[src/rtl/programmable_tick_gen.sv]
// Multi-channel programmable timebase: each channel divides the system clock by a
// run-time divisor and emits a one-cycle tick enable plus a 50% square wave.
module programmable_tick_gen #(
   parameter int CHANNELS   = 4,
   parameter int WIDTH      = 26,
   parameter int FREE_WIDTH = 32,
   parameter int CHAN_BITS  = (CHANNELS > 1) ? $clog2(CHANNELS) : 1
) (
   input  logic                  clock,
   input  logic                  reset,
   input  logic                  enable,
   input  logic                  cfg_we,
   input  logic [CHAN_BITS-1:0]  cfg_chan,
   input  logic [WIDTH-1:0]      cfg_div,
   input  logic                  cfg_oneshot,
   output logic [CHANNELS-1:0]   tick,
   output logic [CHANNELS-1:0]   square,
   output logic [CHANNELS-1:0]   running,
   output logic [FREE_WIDTH-1:0] free_count
);

   typedef enum logic [1:0] {IDLE, RUN, DONE} chan_state_t;

   logic [FREE_WIDTH-1:0] free_r;

   // Legacy free-running tap; freezes together with the channels when enable is low.
   always_ff @(posedge clock) begin
      if (reset) begin
         free_r <= '0;
      end else if (enable) begin
         free_r <= free_r + FREE_WIDTH'(1);
      end
   end

   assign free_count = free_r;

   for (genvar k = 0; k < CHANNELS; k++) begin : gChan
      chan_state_t      state, state_next;
      logic [WIDTH-1:0] count, count_next;
      logic [WIDTH-1:0] div, div_next;
      logic             oneshot, oneshot_next;
      logic             tick_r, tick_next;
      logic             square_r, square_next;
      logic             wr;

      // Addresses at or beyond CHANNELS never match any k, so such writes fall away.
      assign wr = cfg_we && (cfg_chan == CHAN_BITS'(k));

      // A write always wins over the terminal count, so a restart never emits a stray tick.
      always_comb begin
         state_next   = state;
         count_next   = count;
         div_next     = div;
         oneshot_next = oneshot;
         tick_next    = 1'b0;
         square_next  = square_r;
         if (wr) begin
            div_next     = cfg_div;
            oneshot_next = cfg_oneshot;
            count_next   = cfg_div - WIDTH'(1);
            square_next  = 1'b0;
            state_next   = (cfg_div != '0) ? RUN : IDLE;
         end else if (enable && (state == RUN)) begin
            if (count != '0) begin
               count_next = count - WIDTH'(1);
            end else begin
               tick_next   = 1'b1;
               square_next = ~square_r;
               if (oneshot) begin
                  state_next = DONE;
               end else begin
                  count_next = div - WIDTH'(1);
               end
            end
         end
      end

      always_ff @(posedge clock) begin
         if (reset) begin
            state    <= IDLE;
            count    <= '0;
            div      <= '0;
            oneshot  <= 1'b0;
            tick_r   <= 1'b0;
            square_r <= 1'b0;
         end else begin
            state    <= state_next;
            count    <= count_next;
            div      <= div_next;
            oneshot  <= oneshot_next;
            tick_r   <= tick_next;
            square_r <= square_next;
         end
      end

      assign tick[k]    = tick_r;
      assign square[k]  = square_r;
      assign running[k] = (state == RUN);
   end

endmodule

[config.mk]
export PLATFORM = sky130hd
export DESIGN_NAME = programmable_tick_gen
export DESIGN_NICKNAME = d
export VERILOG_FILES = /design/src/rtl/programmable_tick_gen.sv
export SDC_FILE = /design/constraint.sdc
export NUM_CORES = 1
export LEC_CHECK = 0
export CAP_MARGIN = 20
export CORE_ASPECT_RATIO = 0.6
export CORE_MARGIN = 4
export CORE_UTILIZATION = 65
export DETAILED_ROUTE_END_ITERATION = 10
export PLACE_DENSITY = 0.85
export SKIP_CTS_REPAIR_TIMING = 1
export SKIP_LAST_GASP = 1
export SLEW_MARGIN = 20
export SYNTH_ARGS = -nofsm -noshare
export SYNTH_HDL_FRONTEND = slang
export SYNTH_SLANG_ARGS = --single-unit
[constraint.sdc]
create_clock -name clock -period 6 [get_ports clock]
set_input_delay 1.8 -clock clock [delete_from_list [all_inputs] [get_ports clock]]
set_output_delay 1.8 -clock clock [all_outputs]
set_load 0.1 [all_outputs]
Yosys cells after proc, flatten, opt, wreduce, memory -nomap -nowiden --
Cells that the tools add are included.
Storage, ports and cells: word-level logic and storage cells 141, register bits after elaboration 260, input port bits 33, output and inout bits 44
Operators by class: eq/ne operators 15, mux-type cells 37, $add $sub $neg 10, reductions and logical operators 42, bitwise logic cells 12
Operators by type and width (number):
- $mux 26 | 16
- $sub 26x1->26 const B | 9
- $reduce_bool 26->1 | 5
- $add 32x1->32 const B | 1
- $mux 2 | 16
- $reduce_and 2->1 | 8
- $reduce_bool 2->1 | 8
- $ne 3x1->1 const B | 4
- $not 1->1 | 12
- $reduce_and 3->1 | 4
- $reduce_or 3->1 | 4
- $eq 2x1->1 const B | 5
- $logic_and 1x1->1 | 8
- $ne 2x2->1 const B | 4
- $reduce_or 2->1 | 4
- $mux 1 | 5
- $eq 2x2->1 const B | 2
- $logic_not 2->1 | 1

Logic depth before layout (Yosys ltp) --
word-level depth 5, gate-level depth with buffers 17, depth with buffers taken out 13

Worst setup path before layout --
No wires, ideal clock.
kind reg-to-reg, from reg gChan[3].count[8], to reg gChan[3].count[10], setup slack 1.985 ns, cell stages (with the launch flop) 17, clock period less this slack 4.015 ns, path buffers 3, data arrival time 3.920 ns, cell sequence dfxtp_1 -> or4_4 -> buf_6 -> or4_4 -> nor2_8 -> buf_1 -> clkbuf_1 -> a21oi_1 -> ha_1 -> or3b_2 -> nor4_1 -> and4_1 -> o21ai_0 -> nor3_1 -> a21oi_1 -> nor3_1 -> a221oi_1
On the way: longest elaborated chain between the ends 4, elaborated cells on any way between the ends 7
RTL lines:
- start, declared | line 39 | logic [WIDTH-1:0] count, count_next;
- start signal, assigned | line 88 | count <= count_next;
- $sub 26x1->26 or $reduce_bool 26->1 (tied branches) | line 65, 64
- $mux 26 | line 64 | if (count != '0) begin
- $mux 26 | line 63 | end else if (enable && (state == RUN)) begin
- $mux 26 | line 57 | if (wr) begin
Parallel ways exist; a longest one is shown, timed or not. The select of a mux whose other input is x is not followed. A chain may end at the register's enable or synchronous reset.

Final worst setup path --
from reg gChan[3].count[4], to reg gChan[3].count[24]
The elaborated chain is that of the path after synthesis.

==> impl_metrics.py <==
metrics = {
    "outcome": {
        "run_status": "finished, final reports clean",
    },
    "setup_path": {
        "critPathBufInv": 0,
        "timing.critical_path.from_type": "flop",
        "critical_path_class": "flop to flop",
        "crit_required_ns": 6.41,
        "critPathTopFamily": "simple AND/OR/NAND/NOR gates",
        "end_kind": "flop",
        "critical-path-top-cell-by-count": "sky130_fd_sc_hd__nor4_1",
        "critical-path-slowest-cell": "sky130_fd_sc_hd__nor4_1",
        "timing.critical_path.cells": "nor4_1, nand4_2, nor2_8, a21oi_1, ha_1, or3b_2, nor4_1, and4_1, o2111a_1, or4b_4, or3_1, a211oi_1, nor3_1",
        "path_max_fanout": 44,
        "slowest_delay_ns": 0.70,
        "arrival_ns": 5.30,
    },
    "placement": {
        "port_buffers": 76,
        "dpl.hpwl_microns": 38400,
        "dpl_cell_area_sq_um": 15700,
        "gp_congestion": 1.02,
    },
    "floorplan": {
        "die_h_microns": 125,
        "site_row_count": 42,
        "design.die.area_sq_um": 25400,
        "core_region_area_sq_um": 22300,
        "ios": 77,
        "initial_utilization_pct": 66.7,
        "chipWidth_microns": 203,
    },
    "synth": {
        "synth_sequential_area_ratio_pct": 35.0,
        "synth.net_count": 2066,
        "post_synth_num_cell_types": 83,
        "synth.top_cells.by_area": "sky130_fd_sc_hd__dfxtp_1 (35%), sky130_fd_sc_hd__a21oi_1 (9.0%), sky130_fd_sc_hd__nand2_1 (8.8%)",
        "synthesis.area_per_instance_sq_um": 7.34,
        "netlist_instances": 2027,
        "yosys.area.top_type": "sky130_fd_sc_hd__dfxtp_1",
        "async_flop_share_pct": 0,
        "ys_ff_latch": 260,
        "count_of_warnings_emitted_by_yosys": 0,
        "synth-edff-count": 0,
        "synthesis.area_sq_um": 14900,
        "yosysTopAreaCellShare_pct": 35.0,
        "synthFlopType": "sky130_fd_sc_hd__dfxtp_1",
    },
    "timing": {
        "worst_clock_skew_ns": 0.0157,
        "timing_worst_slew_pin_value_ns": 1.09,
        "unrepaired_setup_endpoints_after_global_routing": "no",
        "hold_viol_final": 0,
        "totalNegativeSetupSlack_ns": 0,
        "slew_headroom_pct": 26.9,
        "maxClockFrequency_mhz": 205,
        "timing_max_transition_violations_final": 0,
        "period_share_pct": 81.5,
        "fin_crit_ns": 4.89,
        "finalSetupViolCount": 0,
    },
    "clock_network": {
        "worstSkewPairLatency_ns": 0.56,
        "cts.sink_count": 260,
        "clkSlewWorstSetupHoldPaths_ns": 0.07,
        "clk_root_buffer_cell": "sky130_fd_sc_hd__clkbuf_16",
        "cts_buffers": 26,
        "cts_tree": "done",
        "ctsHtreeMaxLevel": 1,
        "cts_max_path_buffers": 3,
    },
    "pwr": {
        "netSwitchingPower_mw": 1.66,
        "share_seq_of_total_power_pct": 38.6,
        "totalPowerFinal_mw": 4.93,
        "powerDensity_nw_per_um2": 297,
        "vdd_ir_drop_max_mv": 0.278,
        "combinational_power_share_pct": 24.5,
        "sw_frac_of_total_pct": 33.6,
        "power.share.clock_pct": 36.9,
        "p_leak_nw": 5.74,
        "power_report.internal_total_mw": 3.27,
    },
    "drt": {
        "initialDrtViolationCount": 2931,
        "dr.pass1.iters": 9,
        "drt_drc_violations_left": 0,
        "drtAntennaViolNets": 0,
        "via_per_inst": 7.09,
        "detailroute.via_count": 16600,
        "drt_wl_total_microns": 53800,
        "routedWlPerCell_microns": 23.0,
    },
    "layout": {
        "drive_above_1_share_pct": 5.36,
        "insertedDiodeCount": 0,
        "layout-area-overhead-vs-synth_pct": 11.7,
        "final_design_area_no_fill_sq_um": 16600,
        "num-nets-final": 2052,
    },
    "flow_run": {
        "drv.max_cap_violation_count": 0,
    },
    "grt": {
        "grt_pass1_vias": 14700,
        "grt_antenna_before_repair": 0,
        "track_usage_pct": 40.3,
        "first_pass_grt_wire_length_microns": 83200,
        "grt_overflow": 0,
        "grt_max_degree": 90,
    },
    "hold_path": {
        "worst_hold_path_type": "flop to flop",
    },
}
## Yosys cell counts (20+ instances only)
| master | count |
|---|---|
| sky130_fd_sc_hd__dfxtp_1 | 260 |
| sky130_fd_sc_hd__nor4_1 | 41 |
| sky130_fd_sc_hd__o21ai_0 | 61 |
| sky130_fd_sc_hd__nor3_1 | 85 |
| sky130_fd_sc_hd__a31oi_1 | 31 |
| sky130_fd_sc_hd__nand2b_1 | 20 |
| sky130_fd_sc_hd__or3_1 | 47 |
| sky130_fd_sc_hd__buf_1 | 23 |
| sky130_fd_sc_hd__o221ai_1 | 21 |
| sky130_fd_sc_hd__nor2_1 | 178 |
| sky130_fd_sc_hd__o22ai_1 | 29 |
| sky130_fd_sc_hd__a21oi_1 | 266 |
| sky130_fd_sc_hd__a211oi_1 | 34 |
| sky130_fd_sc_hd__nand2_1 | 350 |
| sky130_fd_sc_hd__a21o_1 | 21 |
| sky130_fd_sc_hd__nand3_1 | 43 |
| sky130_fd_sc_hd__xnor2_1 | 32 |
| sky130_fd_sc_hd__inv_1 | 21 |
| sky130_fd_sc_hd__xor2_1 | 32 |
| sky130_fd_sc_hd__a21boi_0 | 25 |
| sky130_fd_sc_hd__clkbuf_1 | 107 |
## worst register-to-register path: stages (launching register included)
cell                       delay (ns)
sky130_fd_sc_hd__dfxtp_1         0.61
sky130_fd_sc_hd__nor4_1          0.17
sky130_fd_sc_hd__nand4_2         0.26
sky130_fd_sc_hd__nor2_8          0.20
sky130_fd_sc_hd__a21oi_1         0.27
sky130_fd_sc_hd__ha_1            0.20
sky130_fd_sc_hd__or3b_2          0.51
sky130_fd_sc_hd__nor4_1          0.70
sky130_fd_sc_hd__and4_1          0.35
sky130_fd_sc_hd__o2111a_1        0.25
sky130_fd_sc_hd__or4b_4          0.55
sky130_fd_sc_hd__or3_1           0.33
sky130_fd_sc_hd__a211oi_1        0.26
sky130_fd_sc_hd__nor3_1          0.09
## cells in the final DEF (no fill, tap or decap), types with 28 or more instances in the layout
master,count
sky130_fd_sc_hd__or3_1,47
sky130_fd_sc_hd__a211oi_1,34
sky130_fd_sc_hd__nor3_1,85
sky130_fd_sc_hd__nor4_1,40
sky130_fd_sc_hd__nor2_1,177
sky130_fd_sc_hd__xnor2_1,32
sky130_fd_sc_hd__xor2_1,32
sky130_fd_sc_hd__a31oi_1,31
sky130_fd_sc_hd__o21ai_0,61
sky130_fd_sc_hd__nand2_1,350
sky130_fd_sc_hd__clkdlybuf4s50_1,75
sky130_fd_sc_hd__o22ai_1,29
sky130_fd_sc_hd__a21oi_1,263
sky130_fd_sc_hd__buf_4,28
sky130_fd_sc_hd__nand3_1,43
sky130_fd_sc_hd__dfxtp_1,260
## path summary, 6_finish.rpt
check	startpoint	end	slack, ns	cells after the start
hold / removal	gChan[1].div[7]$_SDFFE_PP0P_	gChan[1].div[7]$_SDFFE_PP0P_	0.47	2
setup reg to reg	gChan[3].count[4]$_SDFFE_PP0P_	gChan[3].count[24]$_SDFFE_PP0P_	1.11	13
setup / recovery	gChan[3].count[4]$_SDFFE_PP0P_	gChan[3].count[24]$_SDFFE_PP0P_	1.11	13
hold reg to reg	gChan[1].div[7]$_SDFFE_PP0P_	gChan[1].div[7]$_SDFFE_PP0P_	0.47	2
## stage by stage
step                cells  hold WS (ns)  util (%)  setup WS, ns
CTS                  2340         0.467      74.5          1.42
global placement     2292         0.437      70.3         0.988
finish               2341         0.466      74.6          1.11
detailed placement   2292         0.455      70.3         0.857
floorplan            2027         0.426         -          1.98
global route         2341         0.491      74.6          1.08
## layout make-up
class	count	area (sq um)
multi-input cells	1600	9030
fillers	1759	5670
flip-flops and latches	260	5200
repair buffers	104	972
clock buffers	35	746
well taps	308	385
clock inverters	13	198
inverters	21	78.8
## logic make-up (layout without fill, tap and decap cells)
family / Yosys count / after routing / synth area share (%)
xor+xnor: 64 / 64 / 3.77
flops: 260 / 260 / 35.0
mux: 14 / 14 / 0.976
buf+inv: 167 / 173 / 4.53
simple gates: 889 / 889 / 28.6
fa+ha+maj: 6 / 6 / 0.505
compound gates: 627 / 627 / 26.6
## power groups by stage
stage | logic, mW | clock network [mW] | registers (mW)
floorplan | 0.802 | 0 | 1.91
global placement | 1.09 | 0 | 1.93
detailed placement | 1.12 | 0 | 1.93
CTS | 1.13 | 1.81 | 1.89
global route | 1.27 | 1.89 | 1.91
finish | 1.21 | 1.82 | 1.90
## sequential cells by signal (all words and copies together), names as in the netlist
name,count
gChan.square_r,4
gChan.oneshot,4
gChan.div,104
free_count,32
gChan.count,104
gChan.state,8
gChan.tick_r,4
## layer usage
metal,wire [microns],GRT usage [%]
met1,22300,61.8
met2,20500,53.2
met3,9220,14.2
met4,1740,9.79
met5,68,2.07
(Power assumes the default switching activity.)
